--- config.mk ---
export PLATFORM = sky130hd
export DESIGN_NAME = mem_port_ctrl
export DESIGN_NICKNAME = d
export VERILOG_FILES = /design/src/rtl/mem_port_pkg.sv /design/src/rtl/mem_lane_align.sv /design/src/rtl/mem_port_ctrl.sv
export SDC_FILE = /design/constraint.sdc
export NUM_CORES = 1
export LEC_CHECK = 0
export CAP_MARGIN = 5
export CORE_MARGIN = 2
export CORE_UTILIZATION = 64
export DETAILED_ROUTE_END_ITERATION = 16
export DONT_BUFFER_PORTS = 1
export HOLD_SLACK_MARGIN = 0.03
export PLACE_DENSITY = 0.83
export SETUP_SLACK_MARGIN = 0.3
export SLEW_MARGIN = 20
export SYNTH_ARGS = -nofsm -noshare
export SYNTH_HDL_FRONTEND = slang
export SYNTH_SLANG_ARGS = --single-unit
--- constraint.sdc ---
create_clock -name i_clk -period 2.2 [get_ports i_clk]
set_input_delay 0.22 -clock i_clk [delete_from_list [all_inputs] [get_ports i_clk]]
set_output_delay 0.22 -clock i_clk [all_outputs]
set_load 0.02 [all_outputs]
--- src/rtl/mem_port_pkg.sv ---
// Shared encodings for the data-side memory port: access sizes, FSM states
// and the alignment rule used to reject a request before it reaches the ram.
package mem_port_pkg;

  localparam logic [1:0] SZ_BYTE = 2'b00;
  localparam logic [1:0] SZ_HALF = 2'b01;
  localparam logic [1:0] SZ_WORD = 2'b10;
  localparam logic [1:0] SZ_ILL  = 2'b11;

  localparam logic [1:0] ST_IDLE = 2'b00;
  localparam logic [1:0] ST_RD   = 2'b01;
  localparam logic [1:0] ST_WR   = 2'b10;
  localparam logic [1:0] ST_RESP = 2'b11;

  // True when the request must be answered with an error and no ram access.
  function automatic logic misaligned(input logic [1:0] size, input logic [1:0] lo);
    logic bad;
    case (size)
      SZ_BYTE: bad = 1'b0;
      SZ_HALF: bad = lo[0];
      SZ_WORD: bad = (lo != 2'b00);
      default: bad = 1'b1;
    endcase
    return bad;
  endfunction

endpackage

--- src/rtl/mem_lane_align.sv ---
// Little-endian byte-lane steering: extracts and extends sub-word load data and
// merges sub-word store data into the word read back from ram.
module mem_lane_align
  import mem_port_pkg::*;
(
  input  logic [1:0]  addr_lo,
  input  logic [1:0]  size,
  input  logic        sign_ext,
  input  logic [31:0] ram_word,
  input  logic [31:0] wdata,
  output logic [31:0] load_data,
  output logic [31:0] store_word
);

  logic [7:0]  sel_byte;
  logic [15:0] sel_half;

  always_comb begin
    // NOTE: every output of a combinational block gets a default first so no
    // path through the case statements can leave it unassigned (latch).
    sel_byte   = ram_word[7:0];
    sel_half   = ram_word[15:0];
    load_data  = ram_word;
    store_word = ram_word;

    case (addr_lo)
      2'd0:    sel_byte = ram_word[7:0];
      2'd1:    sel_byte = ram_word[15:8];
      2'd2:    sel_byte = ram_word[23:16];
      default: sel_byte = ram_word[31:24];
    endcase
    sel_half = addr_lo[1] ? ram_word[31:16] : ram_word[15:0];

    case (size)
      SZ_BYTE: load_data = {{24{sign_ext & sel_byte[7]}}, sel_byte};
      SZ_HALF: load_data = {{16{sign_ext & sel_half[15]}}, sel_half};
      default: load_data = ram_word;
    endcase

    // Only the addressed lane is replaced; the rest of the word is preserved.
    case (size)
      SZ_BYTE: begin
        case (addr_lo)
          2'd0:    store_word[7:0]   = wdata[7:0];
          2'd1:    store_word[15:8]  = wdata[7:0];
          2'd2:    store_word[23:16] = wdata[7:0];
          default: store_word[31:24] = wdata[7:0];
        endcase
      end
      SZ_HALF: begin
        if (addr_lo[1]) store_word[31:16] = wdata[15:0];
        else            store_word[15:0]  = wdata[15:0];
      end
      default: store_word = wdata;
    endcase
  end

endmodule

--- src/rtl/mem_port_ctrl.sv ---
// Data-side memory initiator: one load/store at a time from the MEM stage,
// driving a word-wide ram with read-modify-write for byte and half stores.
module mem_port_ctrl
  import mem_port_pkg::*;
#(
  parameter int DATA_WIDTH = 32,
  parameter int ADDR_WIDTH = 5
) (
  input  logic                  i_clk,
  input  logic                  i_rst_n,
  input  logic                  i_req_valid,
  output logic                  o_req_ready,
  input  logic                  i_req_we,
  input  logic [1:0]            i_req_size,
  input  logic                  i_req_signed,
  input  logic [ADDR_WIDTH+1:0] i_req_addr,
  input  logic [DATA_WIDTH-1:0] i_req_wdata,
  output logic                  o_rsp_valid,
  input  logic                  i_rsp_ready,
  output logic [DATA_WIDTH-1:0] o_rsp_rdata,
  output logic                  o_rsp_err,
  output logic [ADDR_WIDTH-1:0] o_ram_addr,
  output logic [DATA_WIDTH-1:0] o_ram_data,
  output logic                  o_ram_we,
  input  logic [DATA_WIDTH-1:0] i_ram_data
);

  logic [1:0]            state;
  logic                  req_we;
  logic                  req_signed;
  logic [1:0]            req_size;
  logic [1:0]            req_lo;
  logic [DATA_WIDTH-1:0] req_wdata;
  logic [DATA_WIDTH-1:0] rsp_rdata;
  logic                  rsp_err;
  logic [ADDR_WIDTH-1:0] ram_addr;
  logic [DATA_WIDTH-1:0] ram_data;

  logic                  accept;
  logic                  req_bad;
  logic [DATA_WIDTH-1:0] load_data;
  logic [DATA_WIDTH-1:0] store_word;

  assign accept  = i_req_valid && (state == ST_IDLE);
  assign req_bad = misaligned(i_req_size, i_req_addr[1:0]);

  mem_lane_align u_align (
    .addr_lo    (req_lo),
    .size       (req_size),
    .sign_ext   (req_signed),
    .ram_word   (i_ram_data),
    .wdata      (req_wdata),
    .load_data  (load_data),
    .store_word (store_word)
  );

  always_ff @(posedge i_clk or negedge i_rst_n) begin
    // NOTE: state registers use non-blocking assignments so every register
    // samples pre-edge values regardless of statement order.
    if (!i_rst_n) begin
      state      <= ST_IDLE;
      req_we     <= 1'b0;
      req_signed <= 1'b0;
      req_size   <= SZ_BYTE;
      req_lo     <= 2'b00;
      req_wdata  <= '0;
      rsp_rdata  <= '0;
      rsp_err    <= 1'b0;
      ram_addr   <= '0;
      ram_data   <= '0;
    end else begin
      case (state)
        ST_IDLE: begin
          if (accept) begin
            req_we     <= i_req_we;
            req_signed <= i_req_signed;
            req_size   <= i_req_size;
            req_lo     <= i_req_addr[1:0];
            req_wdata  <= i_req_wdata;
            rsp_rdata  <= '0;
            rsp_err    <= req_bad;
            if (req_bad) begin
              state <= ST_RESP;
            end else begin
              ram_addr <= i_req_addr[ADDR_WIDTH+1:2];
              if (i_req_we) ram_data <= i_req_wdata;
              // A full-word store needs no read; everything else reads first.
              if (i_req_we && (i_req_size == SZ_WORD)) state <= ST_WR;
              else                                     state <= ST_RD;
            end
          end
        end
        ST_RD: begin
          if (req_we) begin
            ram_data <= store_word;
            state    <= ST_WR;
          end else begin
            rsp_rdata <= load_data;
            state     <= ST_RESP;
          end
        end
        ST_WR: begin
          state <= ST_RESP;
        end
        default: begin
          if (i_rsp_ready) state <= ST_IDLE;
        end
      endcase
    end
  end

  // Write enable decodes straight from state so an async reset removes it
  // immediately and a store cut short by reset never reaches the ram.
  assign o_ram_we    = (state == ST_WR);
  assign o_req_ready = (state == ST_IDLE);
  assign o_rsp_valid = (state == ST_RESP);
  assign o_rsp_rdata = rsp_rdata;
  assign o_rsp_err   = rsp_err;
  assign o_ram_addr  = ram_addr;
  assign o_ram_data  = ram_data;

endmodule

; ---- Yosys cells after proc, flatten, opt, wreduce, memory -nomap -nowiden
; Index checks and enable logic that the tools add are counted.
[totals]
register_bits = 110
latchBits = 0
mem_bits_rw = 0
romBits = 0
inputBits = 79
output_inout_bits = 73
elab_cells = 66
memories = 0
[op_classes]
addsub = 0
mul = 0
div_mod_pow = 0
order_cmp = 0
n_eq_ne = 13
shifts = 0
n_mux = 25
bitwise = 3
n_reduce_logical = 15
[op_table]
columns = cell, count
row1 = 32-bit one-hot mux with 2 select lines, 4
row2 = 32-bit two-way mux, 6
row3 = 16-bit two-way mux, 3
row4 = 8-bit two-way mux, 4
row5 = 8-bit one-hot mux with 3 select lines, 1
row6 = "2-bit by 1-bit equality test with 1-bit output, second input constant", 4
row7 = "2-bit equality test, second input constant", 4
row8 = 2-bit logical NOT, 4
row9 = 2-bit two-way mux, 4
row10 = "2-bit != test, second input constant", 3
row11 = 2-bit one-hot mux with 3 select lines, 1
row12 = 3-bit AND reduction, 2
row13 = 5-bit AND reduction, 1
row14 = "2-bit by 1-bit != test with 1-bit output, second input constant", 2
row15 = 2-bit AND reduction, 2
row16 = 2-bit nonzero test, 2
row17 = 4-bit nonzero test, 1
row18 = 1-bit one-hot mux with 3 select lines, 1
row19 = 3-bit OR reduction, 1
row20 = 1-bit AND, 2
row21 = 1-bit logical AND, 2
row22 = 1-bit two-way mux, 1
row23 = 1-bit NOT, 1

; ---- Longest topological paths before layout
; Gate-level depths: netlist of the first run.
[depth]
word_depth = 6
ltp_mapped = 9

; ---- Modules after synthesis
; Synthesis of the first run repeated with hierarchy kept, for this count alone.
[hier_totals]
cells_unflattened = 635
hier_area_um2 = 6957.9
[by_module_without_submodules]
columns = mod, n_inst, cells_per_inst, area_each_um2, seq_area_each_um2
row1 = mem_port_ctrl, 1, 385, 5044.8, 2752.6
row2 = mem_lane_align, 1, 250, 1913.1, 0.0

; ---- Worst setup path before layout of the first run
; No wires, ideal clock.
[synth_timing]
kind = register to register
start = reg state[0]
end = reg rsp_rdata[22], in the netlist o_rsp_rdata[22]
setup_ps = 127
arrival_ps = 2021
required_time_ps = 2073
path_slack_ps = 52
path_stages_with_launch = 9
cell_sequence = dfrtp_1 inv_1 ha_1 clkbuf_1 nand2b_1 nand2_1 nor2_1 clkbuf_1 a221o_2
[synth_between]
elab_chain_cells = 4
[synth_rtl]
columns = element, line
row1 = start: declaration, mem_port_ctrl.sv:28  ; logic [1:0] state;
row2 = start signal: assignment, mem_port_ctrl.sv:61  ; state <= ST_IDLE;
row3 = start signal: assignment, mem_port_ctrl.sv:83  ; state <= ST_RESP;
row4 = start signal: assignment, mem_port_ctrl.sv:88  ; if (i_req_we && (i_req_size == SZ_WORD)) state <= ST_WR;
row5 = 2-bit logical NOT (*), n/a
row6 = net o_req_ready, mem_port_ctrl.sv:12  ; output logic o_req_ready,
row7 = 1-bit logical AND, mem_port_ctrl.sv:44  ; assign accept = i_req_valid && (state == ST_IDLE);
row8 = 2-bit by 1-bit != test with 1-bit output (no source line), n/a
row9 = 3-bit AND reduction (no source line), n/a
row10 = end signal: assignment, mem_port_ctrl.sv:98  ; rsp_rdata <= load_data;
row11 = end: declaration, mem_port_ctrl.sv:34  ; logic [DATA_WIDTH-1:0] rsp_rdata;
; Mark *: on every way through the listed nets, which the timed path passes. The rest lies on a longest branch.
; A chain may end at the register's enable or synchronous reset.

; ---- Worst setup path in the final report of the first run
[layout_timing]
start = reg state[0]
end = reg ram_data[0], in the netlist o_ram_data[0]
[layout_between]
elab_chain_cells = 4
[layout_rtl]
columns = element, line
row1 = 2-bit logical NOT, "mem_port_ctrl.sv:44, mem_port_ctrl.sv:72"
row2 = 1-bit logical AND, mem_port_ctrl.sv:44
row3 = 2-bit by 1-bit != test with 1-bit output (no source line), n/a
row4 = 5-bit AND reduction (no source line), n/a
row5 = end signal: assignment, mem_port_ctrl.sv:86  ; if (i_req_we) ram_data <= i_req_wdata;
row6 = end signal: assignment, mem_port_ctrl.sv:95  ; ram_data <= store_word;
row7 = end: declaration, mem_port_ctrl.sv:37  ; logic [DATA_WIDTH-1:0] ram_data;
; Parallel ways exist; a longest one is shown, timed or not.

==> key figures, run 1 <==
Final layout
  – Share of cells above drive strength 1: 18.94%
  – Nets: 701
  – Finished Layout Cells: 731
  – Fillers: 552
  – Final instance area: 6725 um2
  – Layout area overhead: 18.99%
  – N_diodes: 0

Routing
  – Drt pass-1 iters: 6
  – Routed WL: 17,100 um
  – Via/cell ratio: 6.896
  – # DRC: 0
  – Initial DRC Count: 552
  – DR vias: 5,041
  – Routed length per instance: 23.39 um
  – Post-route ant nets: 0

CTS
  – Clock transition at path regs: 0.11 ns
  – CTS Buffer Depth: 2
  – CTS sink cnt: 110
  – TritonCTS clock tree: done
  – Clock latency on the worst-skew pair: 0.38 ns
  – Root Buffer: clkbuf_8
  – Num CTS Buffers: 9
  – H-tree depth: 3
  – Hold_buf cts: 59

STA
  – Period utilization: 85.62%
  – Final min period: 1.884 ns
  – Fin Hold WS: -0.4729 ns
  – Final setup margin: 0.3163 ns
  – Slew Viols, Final: 0
  – Fmax: 530.9 MHz
  – Final setup vio count: 0
  – Worst Skew: 0.01965 ns
  – Hold Vio Cnt, Final: 110
  – Worst Max-Slew Pin Slew: 0.6016 ns
  – Total negative slack: 0 ns
  – Worst relative slew slack: 59.62%
  – RSZ-0062 raised after global routing: true

Power and ir drop
  – Static Leakage: 2.833 nW
  – Total power: 0.01038 W
  – Maximum VDD drop: 0.7980 mV
  – PD cells: 1544 nW/um2

Setup path
  – Reg-to-reg startpoint: state[0]
  – Worst Path Max Fanout: 16
  – Startpoint types: register
  – Worst r2r path cells: 8
  – Worst reg2reg setup slack: 0.32 ns
  – R2r endpoint: o_ram_data[0]
  – Required time worst endpoint: 2.48 ns
  – Critical path endpoint category: register
  – Crit Path Class: reg -> reg
  – Crit path DAT: 2.17 ns
  – Worst Setup SP: state[0]

Synth
  – Mean post-synth cell area: 9.968 um2
  – Count leader, synth: dfrtp_1
  – Synth Cell Area: 5652 um2
  – Mapped Cells: 567
  – Ys Warns: 0
  – Post-synth EDFFs: 0
  – #FFs+latches synth: 110
  – Top-area cell type share of the netlist area: 48.70%
  – Ys async rst share: 100.0%
  – Synth area leader: dfrtp_1
  – Largest cells by area after synthesis: dfrtp_1 49%, mux2_2 8.8%, nand2_1 5.7%, o21ai_0 4.9%, mux2i_1 2.7%
  – Synth Net Count: 650
  – Synth Flop Type: dfrtp_1
  – Yosys cell types: 42
  – Synth top cells by count: 110 x dfrtp_1, 86 x nand2_1, 55 x o21ai_0
  – Sequential fraction of the synthesis area: 48.70%

Die
  – I/O pins: 152
  – Chip Width: 97.97 um
  – Placeable Area: 8636 um2
  – DIE AREA: 9598 um2
  – Die height: 97.97 um
  – Cell Rows: 34
  – Initial Util: 65.44%

Global routing
  – Total track usage: 35.11%
  – First-pass GRT wire length: 26,600 um
  – Largest net degree at the start of global routing: 111
  – GRT overflow: 0
  – Initial antenna violation count: 0
  – Number of global-route vias before repair: 5,051

Min path
  – Worst hold path class: in -> async

Run status
  – Status: finished, violations left
  – Violated checks: negative hold slack

Place
  – PortBufs: 0
  – GPL Wtd Cong: 0.9444
  – DP Wirelength: 11,340 um
  – Area post-placement: 5786 um2
  – Pre-CTS setup slack: -0.1341 ns
  – Cells after DPL: 651

Run
  – Max_cap viols: 0
-- worst max-delay path: stages (launching register included) --
cell and delay, ns:
dfrtp_2 0.46, inv_1 0.15, ha_4 0.19, nand3_1 0.11
o21ba_2 0.30, o21a_1 0.16, buf_6 0.16, nor2_1 0.07
a41oi_1 0.18
-- cells by family (layout without fill, tap and decap cells) --
group	after synthesis	count (layout)	synth area share [%]
compound gates	172	172	21.67
mux	60	60	11.82
flops	110	110	48.70
simple gates	165	165	12.91
fa+ha+maj	4	4	0.8856
buf+inv	56	112	4.007
-- sequential cells by signal (all words and copies together), names as in the netlist --
| name | flops |
|---|---|
| o_ram_addr | 5 |
| o_ram_data | 32 |
| o_rsp_err | 1 |
| o_rsp_rdata | 32 |
| req_lo | 2 |
| req_signed | 1 |
| req_size | 2 |
| req_wdata | 32 |
| req_we | 1 |
| state | 2 |
-- layout make-up --
type	count	area (um2)	area share (%)
multi-input combinational	401	2756	40.99
clock buffer	10	137.6	2.047
clock inverter	6	77.57	1.153
tap	108	135.1	2.009
timing repair buffer	82	812.0	12.07
sequential	110	2754	40.95
inverter	14	52.55	0.7814
-- metrics by stage --
stage | utilization [%] | hold slack (ns)
3_5_place_dp | 67.00 | -0.07325
5_1_grt | 77.88 | -0.4957
6_report | 77.88 | -0.4729
4_1_cts | 76.72 | -0.4842
2_1_floorplan | - | -0.07559
3_3_place_gp | 67.00 | -0.07356
-- metal layers --
metal  global-route usage, %  share of wire [%]
met5                       0                  0
met3                   8.948                 12
met2                   54.21                 47
met4                   16.45                3.6
met1                   46.91                 38
-- power breakdown --
group          switching [W]  total, W  internal [W]
Sequential           0.00142   0.00434       0.00292
Clock               0.000738   0.00132      0.000581
Combinational        0.00265   0.00472       0.00207
-- repair_timing --
item                                    in CTS  in global routing
buffers inserted                             1                  4
resized for setup                            5                 18
pin swaps                                    1                  1
endpoints found under the hold margin      174                110
endpoints found under the setup margin      43                 64
-- layout by cell type, fill, tap and decap left out, drive strengths merged, types with 2 or more instances in the layout --
cell         instances
dfrtp              110
nand2               87
clkbuf              10
o21a                 2
o21ai               58
a21oi               16
a41oi                8
nand3               25
nor2b                7
buf                 23
o31ai                3
a32oi                8
inv                 17
mux2i               15
o22ai               23
nor2                26
ha                   4
nor3b                7
dlygate4sd3         59
nand2b               6
o221ai              15
a221oi               2
mux2                44
or2                  2
a22o                 7
a222oi               8
and2                 3
a221o               16
-- how the worst max path moves through the flow --
| stage | end | slack, ns | cells past startpoint |
|---|---|---|---|
| after global routing | o_ram_data[0] | 0.23 | 8 |
| after floorplan | o_ram_data[6] | 0.30 | 9 |
| after global placement | o_rsp_rdata[22] | 0.05 | 6 |
| after CTS | o_rsp_rdata[30] | 0.26 | 7 |
| final | o_ram_data[0] | 0.32 | 8 |
| after detailed placement | o_rsp_rdata[24] | -0.13 | 6 |
Power figures use the tool's default switching activity.
==> run 2: changes to the inputs <==
--- a/config.mk
+++ b/config.mk
@@ -7,13 +7,14 @@
 export LEC_CHECK = 0
 export CAP_MARGIN = 5
 export CORE_MARGIN = 2
-export CORE_UTILIZATION = 64
+export CORE_UTILIZATION = 65
 export DETAILED_ROUTE_END_ITERATION = 16
 export DONT_BUFFER_PORTS = 1
 export HOLD_SLACK_MARGIN = 0.03
-export PLACE_DENSITY = 0.83
+export PLACE_DENSITY = 0.84
 export SETUP_SLACK_MARGIN = 0.3
 export SLEW_MARGIN = 20
 export SYNTH_ARGS = -nofsm -noshare
 export SYNTH_HDL_FRONTEND = slang
+export SYNTH_HIERARCHICAL = 1
 export SYNTH_SLANG_ARGS = --single-unit
==> constraint.sdc (replaced) <==
create_clock -name i_clk -period 1.9 [get_ports i_clk]
set_input_delay 0.19 -clock i_clk [delete_from_list [all_inputs] [get_ports i_clk]]
set_output_delay 0.19 -clock i_clk [all_outputs]
set_load 0.02 [all_outputs]
==> run 2 against run 1 <==
The run ends with negative hold slack, negative setup slack left. Critical path type unchanged. Clock-buffer cell count rose by 2. Global-route usage rose by 1.3 points. Worst hold slack got worse by 0.051 ns. Combinational power rose by 130%. Register-to-register slack got worse by 0.38 ns. Largest cell class unchanged. Fmax fell by 4.2%. Largest power group unchanged.
==> key figures, run 2 <==
Synth
  – Multiplexer area fraction after synthesis: 20.50%
  – Count leader, synth: dfrtp_1
  – Synth Cell Area: 6958 um2
  – Ys async rst share: 100.0%
  – Synth Net Count: 718
  – Mean post-synth cell area: 10.96 um2
  – Synth Flop Type: dfrtp_1
  – Post-Synth XOR/XNOR Area: 0%
  – Simple-gate portion of the synthesized area: 10.77%
  – Synth area leader: dfrtp_1
  – Synth top cells by count: 110 x dfrtp_1, 82 x mux2_2, 40 x nor2_1
  – Sequential fraction of the synthesis area: 39.56%
  – Mapped Cells: 635
  – Adder-cell share of the synthesized area: 0.7193%
  – Ys Warns: 6
  – Largest family of logic cells by synthesized area: compound AO/OA/AOI/OAI gates
  – Compound-Gate Fraction of Synth Area: 23.09%
  – Post-synth EDFFs: 0
  – Top-area cell type share of the netlist area: 39.56%
  – Largest cells by area after synthesis: dfrtp_1 40%, mux2_2 13%, a22oi_2 5.4%, mux2i_1 4.7%, a211oi_1 4.2%
  – Yosys cell types: 46
  – #FFs+latches synth: 110

Setup path
  – Crit Path Class: reg -> reg
  – Worst Path Max Fanout: 8
  – Startpoint types: register
  – Crit path DAT: 2.23 ns
  – Critical path endpoint category: register
  – Required time worst endpoint: 2.17 ns

CTS
  – TritonCTS clock tree: done
  – CTS Buffer Depth: 2
  – H-tree depth: 3
  – Num CTS Buffers: 9
  – Hold_buf cts: 43
  – Clock transition at path regs: 0.11 ns
  – Clock latency on the worst-skew pair: 0.40 ns
  – CTS sink cnt: 110
  – Root Buffer: clkbuf_8

Power and ir drop
  – Switching Share: 44.69%
  – Reg power frac: 30.1%
  – Gate power share: 61.7%
  – PD cells: 2001 nW/um2
  – Psw: 0.007884 W
  – Clk pwr share: 8.2%
  – Design internal power: 0.009757 W
  – Static Leakage: 3.659 nW
  – Maximum VDD drop: 1.949 mV

Routing
  – Post-route ant nets: 0
  – Routed length per instance: 28.40 um
  – Routed WL: 23,660 um
  – DR vias: 6,112
  – Initial DRC Count: 687
  – Drt pass-1 iters: 7
  – # DRC: 0
  – Via/cell ratio: 7.337

Global routing
  – First-pass GRT wire length: 32,210 um
  – Largest net degree at the start of global routing: 111
  – Number of global-route vias before repair: 5,728
  – Total track usage: 36.45%
  – Initial antenna violation count: 1
  – GRT overflow: 0

Final layout
  – Fin util: 85.01%
  – Most frequent cells in the layout: 108 x dfrtp_1, 54 x mux2_2, 43 x dlygate4sd3_1
  – Finished Layout Cells: 833
  – Most common library cell in the layout ignoring fill and taps: dfrtp_1
  – Layout area overhead: 26.70%
  – Share of cells above drive strength 1: 40.75%
  – Nets: 775
  – N_diodes: 0

Place
  – GPL Wtd Cong: 0.9269
  – Cells after DPL: 738
  – DP Wirelength: 13,710 um
  – PortBufs: 0

STA
  – Fmax: 508.5 MHz
  – Final setup vio count: 3
  – Hold Vio Cnt, Final: 110
  – Period utilization: 103.5%
  – Final setup margin: -0.06647 ns
  – Worst relative slew slack: 75.14%
  – Final min period: 1.966 ns
  – Fin Hold WS: -0.5242 ns
  – Slew Viols, Final: 0
  – RSZ-0062 raised after global routing: true
  – Worst Skew: 0.01809 ns
  – Worst Max-Slew Pin Slew: 0.3729 ns

Die
  – Die height: 107.5 um
  – Initial Util: 67.10%
  – Chip Width: 107.5 um
  – DIE AREA: 11,550 um2
  – Placeable Area: 10,370 um2
  – Cell Rows: 37
  – I/O pins: 152

Run status
  – Status: finished, violations left
  – Violated checks: negative hold slack, negative setup slack

Min path
  – Worst hold path class: in -> async

Run
  – Max_cap viols: 0
[run 2: power by group through the flow]
stage	clock [W]	sequential [W]	combinational (W)
floorplan	0	0.00488	0.00712
global placement	0	0.00524	0.00818
detailed placement	0	0.00530	0.00844
CTS	0.00142	0.00522	0.00904
global route	0.00154	0.00539	0.0113
finish	0.00145	0.00531	0.0109
[run 2: area by class of cell]
type / count / area [um2]
clock buffer: 12 / 135.1
clock inverter: 4 / 47.55
fill: 510 / 1554
inverter: 5 / 21.27
multi-input combinational: 455 / 4369
sequential: 110 / 2755
tap: 136 / 170.2
timing repair buffer: 111 / 1318
[run 2: worst paths after layout]
kind / startpoint / end / slack (ns) / depth (start not counted)
min in group i_clk: i_ram_data[10] / o_rsp_rdata[10] / 0.05 / 3
worst min-delay path: i_rst_n / o_rsp_rdata[8] / -0.52 / 0
worst min register to register: req_wdata[23] / req_wdata[23] / 0.53 / 1
max in group asynchronous: i_rst_n / o_ram_data[0] / 2.26 / 0
worst max-delay path: req_lo[1] / o_ram_data[4] / -0.07 / 7
worst max register to register: req_lo[1] / o_ram_data[4] / -0.07 / 7
[run 2: logic make-up (layout without fill, tap and decap cells)]
family / after synthesis / count (layout)
fa+ha+maj: 4 / 4
mux: 123 / 123
compound gates: 185 / 185
flops: 110 / 110
simple gates: 142 / 143
buf+inv: 71 / 132
[run 2: repair_timing]
item	4_1_cts	5_1_grt
gates cloned	1	7
endpoints found under the hold margin	153	110
gates resized for setup	23	46
pin swaps	22	37
setup buffers	10	18
endpoints found under the setup margin	107	71
[run 2: stage by stage]
step / TNS [ns] / setup WS [ns] / area [um2] / total power, W
final: -0.08144 / -0.06647 / 8816 / 0.01764
after CTS: 0 / 0.02627 / 8312 / 0.01569
after floorplan: 0 / 0.1356 / 7362 / 0.01200
after global placement: 0 / 0.01195 / 7492 / 0.01342
after global routing: -0.9072 / -0.1420 / 8816 / 0.01828
after detailed placement: -0.1309 / -0.04919 / 7492 / 0.01374
[run 2: critical path, stage by stage, from the launching register on]
cell and delay, ns:
dfrtp_2 0.50, inv_4 0.13, a21o_1 0.17, buf_12 0.13, mux2_2 0.33, mux2_4 0.26, a211oi_2 0.22, a22oi_2 0.09
[run 2: per-layer routing]
metal | up-vias | wire (um) | GRT usage, %
li1 | 2517 | - | -
met1 | 3089 | 8934 | 47.24
met2 | 423 | 11490 | 58.95
met3 | 81 | 2248 | 6.840
met4 | 2 | 975 | 17.86
met5 | - | 13 | 0
